`src/rtl/offset_window_monitor.sv`:
```
`default_nettype none
//==============================================================================
// offset_window_monitor - two offset streams plus a DEPTH-event sliding sum.
// Revision 1.0
//==============================================================================
module offset_window_monitor #(
  parameter int  WIDTH     = 8,
  parameter int  DEPTH     = 4,
  parameter int  OFFSET_B  = 1,
  parameter int  OFFSET_C  = 2,
  parameter int  DEFAULT_B = 0,
  parameter int  DEFAULT_C = -1,
  localparam int SW        = WIDTH + $clog2(DEPTH)
) (
  input  logic                    clk,
  input  logic                    rst,
  input  logic                    en,
  input  logic signed [WIDTH-1:0] input_a,
  input  logic                    new_input,
  output logic signed [WIDTH-1:0] output_b,
  output logic                    output_b_aktv,
  output logic signed [WIDTH-1:0] output_c,
  output logic                    output_c_aktv,
  output logic signed [SW-1:0]    output_s,
  output logic                    output_s_aktv
);

  localparam int CW = $clog2(DEPTH + 1);
  localparam logic [CW-1:0]          CNT_MAX = CW'(DEPTH);
  localparam logic [CW-1:0]          CNT_B   = CW'(OFFSET_B);
  localparam logic [CW-1:0]          CNT_C   = CW'(OFFSET_C);
  localparam logic signed [WIDTH-1:0] DEF_B  = WIDTH'(DEFAULT_B);
  localparam logic signed [WIDTH-1:0] DEF_C  = WIDTH'(DEFAULT_C);

  generate
    if (DEPTH < 2 || DEPTH > 16) begin : g_bad_depth
      $error("offset_window_monitor: DEPTH must be in 2..16");
    end
    if (OFFSET_B < 1 || OFFSET_B > DEPTH - 1) begin : g_bad_offset_b
      $error("offset_window_monitor: OFFSET_B must be in 1..DEPTH-1");
    end
    if (OFFSET_C < 1 || OFFSET_C > DEPTH - 1) begin : g_bad_offset_c
      $error("offset_window_monitor: OFFSET_C must be in 1..DEPTH-1");
    end
  endgenerate

  logic signed [WIDTH-1:0] hist [DEPTH];
  logic        [CW-1:0]    cnt;
  logic                    accept;
  logic signed [SW-1:0]    a_ext;
  logic signed [SW-1:0]    drop;
  logic signed [SW-1:0]    sum_next;

  assign accept   = en & new_input;
  assign a_ext    = SW'(input_a);
  // The oldest sample leaves the window only once the window is full.
  assign drop     = (cnt == CNT_MAX) ? SW'(hist[DEPTH-1]) : '0;
  assign sum_next = output_s + a_ext - drop;

  always_ff @(posedge clk or negedge rst) begin
    if (!rst) begin
      for (int i = 0; i < DEPTH; i++) hist[i] <= '0;
    end else if (accept) begin
      hist[0] <= input_a;
      for (int i = 1; i < DEPTH; i++) hist[i] <= hist[i-1];
    end
  end

  always_ff @(posedge clk or negedge rst) begin
    if (!rst) begin
      cnt           <= '0;
      output_b      <= '0;
      output_c      <= '0;
      output_s      <= '0;
      output_b_aktv <= 1'b0;
      output_c_aktv <= 1'b0;
      output_s_aktv <= 1'b0;
    end else if (en) begin
      output_b_aktv <= new_input;
      output_c_aktv <= new_input;
      output_s_aktv <= new_input;
      if (new_input) begin
        output_b <= (cnt >= CNT_B) ? hist[OFFSET_B-1] : DEF_B;
        output_c <= (cnt >= CNT_C) ? hist[OFFSET_C-1] : DEF_C;
        output_s <= sum_next;
        if (cnt != CNT_MAX) cnt <= cnt + CW'(1);
      end
    end
  end

endmodule
`default_nettype wire
```
`config.mk`:
```
export PLATFORM = sky130hd
export DESIGN_NAME = offset_window_monitor
export DESIGN_NICKNAME = d
export VERILOG_FILES = /design/src/rtl/offset_window_monitor.sv
export SDC_FILE = /design/constraint.sdc
export NUM_CORES = 1
export LEC_CHECK = 0
export ABC_CLOCK_PERIOD_IN_PS = 4950
export CAP_MARGIN = 20
export CORE_ASPECT_RATIO = 0.7
export CORE_MARGIN = 10
export CORE_UTILIZATION = 59
export DETAILED_ROUTE_END_ITERATION = 6
export PLACE_DENSITY = 0.94
export SLEW_MARGIN = 40
export SYNTH_ARGS = -nofsm -noshare
export SYNTH_HDL_FRONTEND = slang
export SYNTH_SLANG_ARGS = --single-unit
```
`constraint.sdc`:
```
create_clock -name clk -period 4.95 [get_ports clk]
set_input_delay 0.7425 -clock clk [delete_from_list [all_inputs] [get_ports clk]]
set_output_delay 0.7425 -clock clk [all_outputs]
set_load 0.02 [all_outputs]
```
; Yosys cells after proc, flatten, opt, wreduce, memory -nomap -nowiden
; Cells that the tools add are included.
[op_classes]
bitwise = 1
mul = 0
div = 0
shift = 0
n_reduce_logical = 2
addsub = 3
order_cmp = 2
n_eq_ne = 2
n_mux = 3
[ops]
columns = operator, n
row1 = $mux W8, 2
row2 = $add A10 B8 Y10, 1
row3 = $mux W10, 1
row4 = $sub A10 B10 Y10, 1
row5 = $add A3 B1 Y3 const B, 1
row6 = $eq A3 B3 Y1 const B, 1
row7 = $ge A3 B1 Y1 const B, 1
row8 = $ge A3 B2 Y1 const B, 1
row9 = $ne A3 B3 Y1 const B, 1
row10 = $reduce_and A3 Y1, 1
row11 = $reduce_and A2 Y1, 1
row12 = $and A1 B1 Y1, 1
[totals]
latchBits = 0
ram_bits = 0
elab_cells = 22
mem_count = 0
register_bits = 62
romBits = 0

; Logic depth before layout (Yosys ltp)
; Gate-level depths: netlist of the first run.
[depth]
depth_word = 3
depth_mapped = 13

; Worst setup path after synthesis of the first run
; No wires, ideal clock.
[synth_timing]
path_type = register to register
start = reg cnt[0]
end = reg output_s[9]
n_path_buf = 0
stages_incl_launch_ff = 12
required_ps = 4871
setup_slack_ps = 2213
arrival_time_ps = 2658
cell_sequence = dfrtp_1 > inv_1 > ha_1 > and3_1 > fa_1 > inv_1 > ha_1 > a211oi_1 > or2_1 > a2111o_1 > o211ai_2 > xor2_1
[synth_between]
elab_chain_cells = 3
[synth_rtl]
columns = element, line
row1 = start: declaration, 48  ; logic [CW-1:0] cnt;
row2 = start signal: assignment, 86  ; if (cnt != CNT_MAX) cnt <= cnt + CW'(1);
row3 = $eq A3 B3 Y1, 57  ; assign drop = (cnt == CNT_MAX) ? SW'(hist[DEPTH-1]) : '0;
row4 = $mux W10, 57
row5 = $sub A10 B10 Y10, 58  ; assign sum_next = output_s + a_ext - drop;
row6 = end signal: assignment, 85  ; output_s <= sum_next;
row7 = end: declaration, 24  ; output logic signed [SW-1:0] output_s,
; Every way passes these cells.
; A chain may end at the register's enable or synchronous reset.

; Worst setup path in the final report of the first run
; Same ends and word-level chain as after synthesis.

==> results.txt, run 1 <==
status: finished, final reports clean
row count: 21
Layout fillers: 323
CTS Root Cell: clkbuf_8
number of CTS-inserted buffers: 9
final hold viol count: 0
first-pass GRT wire length: 12.2 mm
total negative slack: 0 ns
CP Data Required Time: 5.19 ns
final RePlAce weighted congestion: 0.874
Slew Limit Fails: 0
Synth Area in XOR/XNOR: 0.0194
max_slew headroom: 0.491
initial antenna violation count: 0
Die Span Y: 80.6 um
synthesized instance count: 322
CP Class: flop to flop
Post-Syn Nets: 357
antenna-violating nets left: 0
CTS resizes: 0
Leak: 0.00188 uW
Max Cap Viol: 0
Synth top area share: 0.501
setup slack after placement: 1.62 ns
drt wl/cell: 16.2 um
vias per cell: 5.50
post-synthesis compound-gate area fraction: 0.133
crit path max fanout: 9
mux cell area share after synthesis: 0.00363
Max VDD drop: 0.000357 V
Post-DP HPWL: 5.08 mm
Seq/Total Area, Yosys: 0.501
share of cells above drive strength 1: 0.0707
RSZ-0062 raised after global routing: no
crit start category: flop
postcts setup bufs: 0
Longest Clk Path Bufs: 2
slack of the critical path: 1.91 ns
Post-Route WL: 7.11 mm
total grt overflow: 0
die area: 0.00860 mm2
worst-margin pin slew: 0.759 ns
Fmax: 0.329 GHz
num ports: 41
Area Overhead vs Synth: 21.5%
Post-synth ARST share: 1.00
Mapped Area: 0.00310 mm2
HP Class: input pin to asynchronous set/reset pin
simple-gate area share of the yosys netlist: 0.162
distinct cell type count after synthesis: 41
Initial Util: 0.627
Port-buffer cells: 40
vias in the first global route: 2511
TritonCTS clock tree: done
final worst path period need: 3.04 ns
Tot GR Track Use: 0.180
Synthesis Warnings: 0
Layout Nets: 398
Post-synth EDFFs: 0
largest family of logic cells by synthesized area: simple AND/OR/NAND/NOR gates
Hold-fix buffers, CTS: 0
core box area: 0.00494 mm2
Seq cells post-synth: 62
largest net degree at the start of global routing: 63
# DRC: 0
router iterations before antenna repair: 4
Final Cycle Share: 0.615
Clock Pin Slew Worst Setup and Hold Paths: 0.07 ns
Post-Synth Adder-Cell Area: 0.115
synthesized area per cell: 9.62 um2
Yosys top cell by area: dfrtp_1
skew final: 0.00592 ns
Final Total Pwr: 2270 uW
CP arrival: 3.28 ns
PD cells: 602 mW/mm2
Num Clock Sinks: 62
clk_lat worst skew: 0.35 ns
CP endpoint kind: flop
die extent in x: 107 um
prevailing post-synth register cell: dfrtp_1
routed via count: 2411
Setup Viol. Count Final: 0
initial DRC count: 106
H-tree depth: 3
top cells by area, synth: dfrtp_1 (50%), nand2_1 (11%), fa_1 (5.8%)
[sequential cells by signal, indices dropped and copies added (netlist names)]
signal         flops
output_s_aktv      1
cnt                3
output_c           8
output_b           8
hist              32
output_s          10
[area by class of cell]
type / instances / area, um2 / area share
flip-flops and latches: 62 / 1550 / 0.412
multi-input cells: 207 / 1340 / 0.356
repair buffers: 44 / 438 / 0.116
inverters: 39 / 146 / 0.0389
clock buffers: 10 / 138 / 0.0365
well taps: 69 / 86.3 / 0.0229
clock inverters: 6 / 61.3 / 0.0163
diodes: 1 / 2.50 / 0.000664
[power breakdown]
group | switching, uW | leakage (uW) | internal, uW
clock | 204 | 0.000102 | 244
sequential | 109 | 0.000769 | 648
combinational | 585 | 0.00101 | 478
[synth_stat cells (2+ instances only)]
| library cell | n |
|---|---|
| a211oi_1 | 2 |
| a21o_1 | 2 |
| a21oi_1 | 6 |
| a22o_1 | 8 |
| and2_1 | 2 |
| and3_1 | 7 |
| buf_1 | 2 |
| buf_4 | 2 |
| clkbuf_1 | 10 |
| dfrtp_1 | 62 |
| fa_1 | 9 |
| ha_1 | 14 |
| inv_1 | 39 |
| nand2_1 | 92 |
| nand3_1 | 3 |
| nand3b_1 | 2 |
| nor2_1 | 4 |
| nor3_1 | 3 |
| nor3b_1 | 2 |
| o211ai_1 | 2 |
| o21a_1 | 3 |
| o21ai_0 | 2 |
| o21ai_1 | 16 |
| o22a_1 | 8 |
| xnor2_1 | 3 |
| xor2_1 | 2 |
[placed cells by master (no fill, tap or decap), types with 3 or more instances in the layout]
cell | Yosys | routed
o21ai_1 | 16 | 16
o22a_1 | 8 | 8
nand3_1 | 3 | 3
clkinv_2 | 0 | 3
ha_1 | 14 | 14
buf_4 | 2 | 3
o21a_1 | 3 | 3
xnor2_1 | 3 | 3
inv_1 | 39 | 39
nor3_1 | 3 | 3
a21oi_1 | 6 | 6
clkdlybuf4s50_1 | 0 | 39
nand2_1 | 92 | 92
clkbuf_8 | 0 | 10
nor2_1 | 4 | 4
and3_1 | 7 | 7
fa_1 | 9 | 9
dfrtp_1 | 62 | 62
a22o_1 | 8 | 8
[final timing paths]
kind	from	slack, ns	depth (start not counted)	to
worst max-delay path	cnt[0]$_DFFE_PN0P_	1.91	10	output_s[9]$_DFFE_PN0P_
worst min-delay path	rst	0.34	2	output_b[6]$_DFFE_PN0P_
worst max register to register	cnt[0]$_DFFE_PN0P_	1.91	10	output_s[9]$_DFFE_PN0P_
worst min register to register	hist[6]$_DFFE_PN0P_	0.47	2	hist[6]$_DFFE_PN0P_
max in group asynchronous	rst	4.10	3	hist[0]$_DFFE_PN0P_
min in group clk	hist[6]$_DFFE_PN0P_	0.47	2	hist[6]$_DFFE_PN0P_
[cells by family (layout without fill, tap and decap cells)]
group | after synthesis | after routing
simple gates | 119 | 119
compound gates | 58 | 58
fa+ha+maj | 23 | 23
xor+xnor | 6 | 6
flops | 62 | 62
buf+inv | 53 | 99
mux | 1 | 1
other cells | 0 | 1
[stage by stage]
stage / area (um2) / hold WS [ns] / utilization / instances
after floorplan: 3100 / 0.438 / - / 322
after global placement: 3540 / 0.451 / 0.717 / 420
final: 3770 / 0.341 / 0.762 / 438
after detailed placement: 3540 / 0.452 / 0.717 / 420
after CTS: 3740 / 0.471 / 0.758 / 436
after global routing: 3760 / 0.342 / 0.762 / 437
[metal layers]
layer / share of wire / GRT usage / up-vias
li1: - / - / 1135
met1: 0.42 / 0.213 / 1181
met2: 0.47 / 0.299 / 76
met3: 0.085 / 0.0694 / 19
met4: 0.021 / 0.0580 / 0
met5: 0 / 0 / -
[critical path, stage by stage (launching register included)]
cell and delay (ns):
dfrtp_1 0.41, inv_1 0.06, ha_1 0.30, and3_1 0.24
fa_1 0.48, inv_1 0.05, ha_1 0.37, a2111oi_2 0.54
a2111o_1 0.23, o211ai_2 0.09, xor2_1 0.16
No activity file was read; power rests on OpenSTA's default activity.
==> inputs of run 2 (changes only) <==
--- a/config.mk
+++ b/config.mk
@@ -5,13 +5,13 @@
 export SDC_FILE = /design/constraint.sdc
 export NUM_CORES = 1
 export LEC_CHECK = 0
-export ABC_CLOCK_PERIOD_IN_PS = 4950
+export ABC_CLOCK_PERIOD_IN_PS = 3040
 export CAP_MARGIN = 20
 export CORE_ASPECT_RATIO = 0.7
 export CORE_MARGIN = 10
-export CORE_UTILIZATION = 59
+export CORE_UTILIZATION = 55
 export DETAILED_ROUTE_END_ITERATION = 6
-export PLACE_DENSITY = 0.94
+export PLACE_DENSITY = 0.89
 export SLEW_MARGIN = 40
 export SYNTH_ARGS = -nofsm -noshare
 export SYNTH_HDL_FRONTEND = slang
==> constraint.sdc (replaced) <==
create_clock -name clk -period 3.04 [get_ports clk]
set_input_delay 0.456 -clock clk [delete_from_list [all_inputs] [get_ports clk]]
set_output_delay 0.456 -clock clk [all_outputs]
set_load 0.02 [all_outputs]
==> results.txt, run 2 (synthesis results as in run 1) <==
status: finished, final reports clean (unchanged)
core box area: 0.00534 mm2 (was 0.00494 mm2)
final RePlAce weighted congestion: 0.911 (was 0.874)
Fmax: 0.345 GHz (was 0.329 GHz)
CTS Root Cell: clkbuf_8 (unchanged)
max FFs per register: 32 (unchanged)
CP Data Required Time: 3.31 ns (was 5.19 ns)
largest net degree at the start of global routing: 63 (unchanged)
Max Cap Viol: 0 (unchanged)
Slew Limit Fails: 0 (unchanged)
Layout fillers: 391 (was 323)
Leak: 0.00193 uW (was 0.00188 uW)
crit start category: flop (unchanged)
PD cells: 1010 mW/mm2 (was 602 mW/mm2)
vias in the first global route: 2526 (was 2511)
reg2reg start: cnt[0]$_DFFE_PN0P_ (unchanged)
Reg2Reg Setup Slack: 0.14 ns (was 1.91 ns)
number of diodes: 0 (was 1)
final worst path period need: 2.90 ns (was 3.04 ns)
Area Overhead vs Synth: 25.7% (was 21.5%)
fin area: 0.00389 mm2 (was 0.00377 mm2)
TritonCTS clock tree: done (unchanged)
top flop regs: hist (32), output_s (10) (unchanged)
num ports: 41 (unchanged)
total grt overflow: 0 (unchanged)
Initial Util: 0.580 (was 0.627)
Setup Viol. Count Final: 0 (unchanged)
share of cells above drive strength 1: 0.0984 (was 0.0707)
CP max-delay cell: fa_1 (was a2111oi_2)
# DRC: 0 (unchanged)
initial DRC count: 164 (was 106)
Worst path max stage delay: 0.49 ns (was 0.54 ns)
die extent in x: 110 um (was 107 um)
drt wl/cell: 16.8 um (was 16.2 um)
Port-buffer cells: 40 (unchanged)
vias per cell: 5.43 (was 5.50)
Worst Path Buf+Inv: 2 (unchanged)
most frequent cells in the layout: nand2_1 (92), dfrtp_1 (62), inv_1 (39), clkdlybuf4s50_1 (39), o21ai_1 (16) (unchanged)
initial antenna violation count: 0 (unchanged)
skew final: 0.00539 ns (was 0.00592 ns)
commonest non-fill, non-tap cell in the layout: nand2_1 (unchanged)
Layout Nets: 406 (was 398)
sequential cell area: 0.00155 mm2 (unchanged)
number of CTS-inserted buffers: 9 (unchanged)
worst-margin pin slew: 0.739 ns (was 0.759 ns)
Post-DP Area: 0.00358 mm2 (was 0.00354 mm2)
Clock Pin Slew Worst Setup and Hold Paths: 0.07 ns (about the same)
first-pass GRT wire length: 12.5 mm (was 12.2 mm)
Post-DP HPWL: 5.24 mm (was 5.08 mm)
final hold viol count: 0 (unchanged)
row count: 22 (was 21)
cells along the critical path: inv_1 -> ha_4 -> and3_1 -> fa_1 -> inv_1 -> ha_2 -> o211ai_1 -> a21o_1 -> a2111o_1 -> o211ai_2 -> xor2_1 (was inv_1 -> ha_1 -> and3_1 -> fa_1 -> inv_1 -> ha_1 -> a2111oi_2 -> a2111o_1 -> o211ai_2 -> xor2_1)
HP Class: input pin to asynchronous set/reset pin (unchanged)
clk_lat worst skew: 0.35 ns (about the same)
Max VDD drop: 0.000509 V (was 0.000357 V)
Final Cycle Share: 0.953 (was 0.615)
register with the most flip-flops: hist (unchanged)
CP Class: flop to flop (unchanged)
setup slack after placement: 0.00477 ns (was 1.62 ns)
CP endpoint kind: flop (unchanged)
crit path max fanout: 9 (unchanged)
routed via count: 2431 (was 2411)
Most common cell on crit path: inv_1
Setup crit start: cnt[0]$_DFFE_PN0P_ (unchanged)
Num Clock Sinks: 62 (unchanged)
H-tree depth: 3 (unchanged)
router iterations before antenna repair: 5 (was 4)
Tot GR Track Use: 0.171 (was 0.180)
Post-Route WL: 7.53 mm (was 7.11 mm)
Longest Clk Path Bufs: 2 (unchanged)
Top Family by Delay on Critical Path: adder cells (unchanged)
max_slew headroom: 0.504 (was 0.491)
CP arrival: 3.17 ns (was 3.28 ns)
antenna-violating nets left: 0 (unchanged)
multi-input logic area: 0.00138 mm2 (was 0.00134 mm2)
slack of the critical path: 0.142 ns (was 1.91 ns)
Die Span Y: 82.8 um (was 80.6 um)
die area: 0.00909 mm2 (was 0.00860 mm2)
==> run 2: timing repair <==
action | in CTS | in global routing
pin swaps | 0 | 1
resized for setup | 2 | 4
hold buffers | 0 | 0
buffers inserted | 0 | 3
endpoints found under the setup margin | 3 | 4
==> run 2: through the flow <==
step	TNS, ns	util	std cells	hold WS [ns]	total power, uW
final	0	0.729	448	0.0425	3930
after CTS	0	0.718	444	0.298	3860
after floorplan	0	-	322	0.160	2360
after global placement	0	0.671	428	0.447	2890
after global routing	-0.0118	0.729	448	0.0601	4200
after detailed placement	0	0.671	428	0.454	2970
==> run 2: area by class of cell <==
type                       instances  share of cell area
clock buffer                      11              0.0389
clock inverter                     5              0.0209
inverter                          39              0.0376
multi-input combinational        207               0.353
sequential                        62               0.398
tap                               72              0.0231
timing repair buffer              52               0.128
==> run 2: path summary, 6_finish.rpt <==
check / to / depth (start not counted)
setup / recovery: output_s[9]$_DFFE_PN0P_ / 11
hold / removal: output_s_aktv$_DFFE_PN0P_ / 2
setup reg to reg: output_s[9]$_DFFE_PN0P_ / 11
hold reg to reg: hist[4]$_DFFE_PN0P_ / 2
max in group asynchronous: output_s[1]$_DFFE_PN0P_ / 3
min in group clk: hist[4]$_DFFE_PN0P_ / 2
==> run 2: report_power, final <==
| part | switching (uW) | internal (uW) |
|---|---|---|
| clock | 331 | 506 |
| combinational | 1000 | 855 |
| sequential | 179 | 1050 |
| total | 1510 | 2420 |
==> run 2: metal layers <==
metal | wire [um] | up-vias | GRT usage
met5 | 0 | - | 0
met2 | 3470 | 86 | 0.271
met4 | 85 | 0 | 0.0422
met1 | 3370 | 1185 | 0.222
li1 | - | 1150 | -
met3 | 601 | 10 | 0.0525
==> run 2: worst register-to-register path: cells and delay by family (launching register included) <==
kind                       cells  cell delay [ns]
AOI/OAI and AO/OA              4             0.81
xor gates and xnor gates       1             0.16
adders and majority gates      3             1.09
buffers and inverters          2             0.14
DFF                            1             0.40
and+or+nand+nor                1             0.22
==> inputs of run 3 (changes only) <==
--- a/config.mk
+++ b/config.mk
@@ -5,13 +5,14 @@
 export SDC_FILE = /design/constraint.sdc
 export NUM_CORES = 1
 export LEC_CHECK = 0
-export ABC_CLOCK_PERIOD_IN_PS = 3040
+export ABC_CLOCK_PERIOD_IN_PS = 2600
 export CAP_MARGIN = 20
 export CORE_ASPECT_RATIO = 0.7
 export CORE_MARGIN = 10
-export CORE_UTILIZATION = 55
+export CORE_UTILIZATION = 50
 export DETAILED_ROUTE_END_ITERATION = 6
-export PLACE_DENSITY = 0.89
+export PLACE_DENSITY = 0.85
+export SKIP_LAST_GASP = 1
 export SLEW_MARGIN = 40
 export SYNTH_ARGS = -nofsm -noshare
 export SYNTH_HDL_FRONTEND = slang
==> constraint.sdc (replaced) <==
create_clock -name clk -period 2.6 [get_ports clk]
set_input_delay 0.39 -clock clk [delete_from_list [all_inputs] [get_ports clk]]
set_output_delay 0.39 -clock clk [all_outputs]
set_load 0.02 [all_outputs]
==> results.txt, run 3 (synthesis results as in run 1) <==
vias in the first global route: 2673 (was 2526)
Post-Route WL: 7.80 mm (was 7.53 mm)
final worst path period need: 2.79 ns (was 2.90 ns)
Worst path max stage delay: 0.51 ns (was 0.49 ns)
reg2reg start: cnt[0]$_DFFE_PN0P_ (unchanged)
PD cells: 1230 mW/mm2 (was 1010 mW/mm2)
Max VDD drop: 0.000965 V (was 0.000509 V)
Slew Limit Fails: 0 (unchanged)
CP endpoint kind: flop (unchanged)
Setup crit start: cnt[0]$_DFFE_PN0P_ (unchanged)
top flop regs: hist (32), output_s (10) (unchanged)
die extent in x: 114 um (was 110 um)
number of CTS-inserted buffers: 9 (unchanged)
worst-margin pin slew: 0.758 ns (was 0.739 ns)
CP arrival: 3.06 ns (was 3.17 ns)
Final Total Pwr: 5090 uW (was 3930 uW)
num ports: 41 (unchanged)
TritonCTS clock tree: done (unchanged)
largest net degree at the start of global routing: 33 (was 63)
vias per cell: 5.31 (was 5.43)
die area: 0.00980 mm2 (was 0.00909 mm2)
H-tree depth: 3 (unchanged)
crit path max fanout: 5 (was 9)
routed via count: 2501 (was 2431)
most frequent cells in the layout: nand2_1 (92), dfrtp_1 (62), clkdlybuf4s50_1 (39) (was nand2_1 (92), dfrtp_1 (62), inv_1 (39), clkdlybuf4s50_1 (39), o21ai_1 (16))
CTS Root Cell: clkbuf_8 (unchanged)
register with the most flip-flops: hist (unchanged)
crit start category: flop (unchanged)
first-pass GRT wire length: 13.1 mm (was 12.5 mm)
Longest Clk Path Bufs: 2 (unchanged)
# DRC: 0 (unchanged)
row count: 23 (was 22)
failing checks: setup timing
Port-buffer cells: 40 (unchanged)
final hold viol count: 0 (unchanged)
Die Span Y: 85.9 um (was 82.8 um)
share of cells above drive strength 1: 0.189 (was 0.0984)
Area Overhead vs Synth: 33.6% (was 25.7%)
max_slew headroom: 0.493 (was 0.504)
Initial Util: 0.528 (was 0.580)
worst r2r path cells: 12 (was 11)
Clock Pin Slew Worst Setup and Hold Paths: 0.07 ns (about the same)
number of diodes: 0 (unchanged)
status: finished, violations left (was finished, final reports clean)
Final Cycle Share: 1.07 (was 0.953)
Num Clock Sinks: 62 (unchanged)
total grt overflow: 0 (unchanged)
commonest non-fill, non-tap cell in the layout: nand2_1 (unchanged)
CP Class: flop to flop (unchanged)
Leak: 0.00201 uW (was 0.00193 uW)
cells along the critical path: inv_2 -> ha_4 -> buf_12 -> and3_1 -> fa_1 -> inv_1 -> ha_4 -> o211ai_1 -> a21o_1 -> a2111o_1 -> o211ai_2 -> xor2_1 (was inv_1 -> ha_4 -> and3_1 -> fa_1 -> inv_1 -> ha_2 -> o211ai_1 -> a21o_1 -> a2111o_1 -> o211ai_2 -> xor2_1)
core box area: 0.00587 mm2 (was 0.00534 mm2)
slack of the critical path: -0.194 ns (was 0.142 ns)
clk_lat worst skew: 0.35 ns (about the same)
Setup Viol. Count Final: 4 (was 0)
HP Class: input pin to asynchronous set/reset pin (unchanged)
CP max-delay cell: fa_1 (unchanged)
Worst Path Buf+Inv: 3 (was 2)
Reg2Reg Setup Slack: -0.19 ns (was 0.14 ns)
final RePlAce weighted congestion: 0.939 (was 0.911)
Tot GR Track Use: 0.166 (was 0.171)
antenna-violating nets left: 0 (unchanged)
Fmax: 0.358 GHz (was 0.345 GHz)
CP Data Required Time: 2.86 ns (was 3.31 ns)
RSZ-0062 raised after global routing: yes
Post-DP HPWL: 5.49 mm (was 5.24 mm)
max FFs per register: 32 (unchanged)
Hold-fix buffers, CTS: 0 (unchanged)
fin area: 0.00414 mm2 (was 0.00389 mm2)
router iterations before antenna repair: 4 (was 5)
Top Family by Delay on Critical Path: adder cells (unchanged)
Worst path depth: 12 (was 11)
Post-DP Area: 0.00382 mm2 (was 0.00358 mm2)
drt wl/cell: 16.6 um (was 16.8 um)
skew final: 0.00659 ns (was 0.00539 ns)
initial DRC count: 127 (was 164)
Layout Nets: 426 (was 406)
Max Cap Viol: 0 (unchanged)
initial antenna violation count: 0 (unchanged)
Most common cell on crit path: ha_4 (was inv_1)
[run 3: final cells by class]
cell class / instances / area (um2)
inverter: 39 / 146
timing repair buffer: 72 / 652
sequential: 62 / 1550
clock buffer: 13 / 159
multi-input combinational: 207 / 1500
fill: 438 / 1730
clock inverter: 3 / 42.5
tap: 75 / 93.8
[run 3: path summary, 6_finish.rpt]
kind                                                 to
worst max register to register  output_s[9]$_DFFE_PN0P_
worst max-delay path            output_s[9]$_DFFE_PN0P_
min in group clk                    hist[5]$_DFFE_PN0P_
worst min-delay path               hist[25]$_DFFE_PN0P_
worst min register to register      hist[5]$_DFFE_PN0P_
max in group asynchronous       output_s[4]$_DFFE_PN0P_
[run 3: per-stage QoR]
stage / hold WS [ns] / cells / TNS (ns) / setup WS [ns] / util
floorplan: 0.0944 / 322 / -0.0412 / -0.0412 / -
global placement: 0.444 / 451 / -1.07 / -0.264 / 0.651
CTS: 0.0750 / 470 / -0.386 / -0.126 / 0.697
global route: 0.0971 / 471 / -0.830 / -0.301 / 0.705
finish: 0.0671 / 471 / -0.382 / -0.194 / 0.705
detailed placement: 0.455 / 451 / -1.33 / -0.334 / 0.651
[run 3: timing repair]
item / in CTS / in global routing
pin swaps: 11 / 12
setup buffers: 3 / 2
gates resized for setup: 8 / 10
endpoints found under the setup margin: 5 / 6
[run 3: where the power goes]
group / switching (uW) / internal, uW
sequential: 205 / 1230
combinational: 1380 / 1410
clock: 371 / 494
total: 1950 / 3140
[run 3: metal layers]
metal	global-route usage	up-vias	part of all wire
met5	0	-	0
met2	0.271	64	0.48
met1	0.198	1237	0.44
met3	0.0717	12	0.063
li1	-	1188	-
met4	0.0420	0	0.015
==> edit, RTL diff (flow settings as in run 3) <==
Change the parameter `DEPTH` from 4 to 16.
--- a/src/rtl/offset_window_monitor.sv
+++ b/src/rtl/offset_window_monitor.sv
@@ -5,7 +5,7 @@
 //==============================================================================
 module offset_window_monitor #(
   parameter int  WIDTH     = 8,
-  parameter int  DEPTH     = 4,
+  parameter int  DEPTH     = 16,
   parameter int  OFFSET_B  = 1,
   parameter int  OFFSET_C  = 2,
   parameter int  DEFAULT_B = 0,
Ports: changed (resized output_s); port bits go from 41 to 43. The function was not compared with the original's and may differ.
==> edit against run 3 <==
  * Via count is 110% higher
  * Sequential share of layout area is 8.4 points higher
  * Worst setup slack worse by 0.24 ns
  * Hold slack better by 0.23 ns
  * Total power is 89% higher
  * The flow still finishes with violations (setup timing)
  * Combinational power is 28% higher
  * Wire length is 110% higher
  * Critical endpoint is now output_s[6]
  * Die area is 99% higher
  * Area after synthesis is 130% higher
  * Synthesized cell count is 130% higher
  * Count of clock-buffer cells in the layout is 4 higher
  * Sequential cell count is 100 higher
  * Final area is 110% higher
==> edit: results (changes against run 3) <==
Gpl congestion - 0.843 (-10%)
Pwr dens - 1090 nW/um^2 (-11%)
Resized Gates After CTS - 10 (+2)
Worst Skew - 0.00883 ns (+0.00223 ns)
Post-Synthesis Cells - 752 (+130%)
Ranking of synthesized cells by area - dfrtp_1 (57%), nand2_1 (19%), fa_1 (3.1%)
Failing checks - setup timing
Hold Slack - 0.299 ns (+0.232 ns)
Clock root cell - clkbuf_16
Placed Cells - 987 (+120%)
Largest net degree at the start of global routing - 162 (+390%)
Htree depth - 4 (+1)
Number of I/O port buffers - 42 (+5.0%)
Netlist cell types - 42 (+2.4%)
Hold buffers post-CTS - 1 (+1)
Final setup viols - 9 (+5)
Depth of the most critical reg-to-reg path - 14 (+2)
Post-CTS setup repair buffer count - 6 (+3)
DRT iter0 DRCs - 433 (+240%)
Worst setup margin - -0.433 ns (-0.239 ns)
NumNets Final - 868 (+100%)
Post-DR wirelength/cell - 15.5 um (-6.2%)
LEAKAGE - 4.72 nW (+130%)
GRT Total Usage - 16.3% (-0.36 points)
Via count - 5,318 (+110%)
Placed Area - 8020 um^2 (+110%)
Status - complete, but fails checks
Routed WL - 16,000 um (+110%)
Vias in the first global route - 5,185 (+94%)
Worst-Margin Slew - 0.559 ns (-0.199 ns)
Final HPWL DP - 9720 um (+77%)
edit: kinds of logic after synthesis:
group                    Yosys count  synth area share (%)
AND/OR/NAND/NOR                  398                  22.4
flip-flops                       162                  57.0
buffers and inverters             79                  5.24
XOR/XNOR                          13                  1.60
AO/OA/AOI/OAI                     71                  7.53
adder cells (fa/ha/maj)           28                  6.09
multiplexers                       1                 0.211
edit: layout make-up:
class                      instances  area, um^2
clock buffer                      17         425
clock inverter                    15         183
fill                             983        5090
inverter                          43         161
multi-input combinational        511        2880
sequential                       162        4050
tap                              190         238
timing repair buffer              93         888
edit: routing by layer:
| metal | routed length [um] | up-vias | part of all wire, % | global-route usage, % |
|---|---|---|---|---|
| met3 | 888 | 30 | 5.5 | 3.72 |
| met2 | 7550 | 165 | 47 | 25.1 |
| met1 | 7270 | 2626 | 45 | 22.1 |
| met5 | 0 | - | 0 | 0 |
| met4 | 295 | 0 | 1.8 | 6.07 |
| li1 | - | 2497 | - | - |
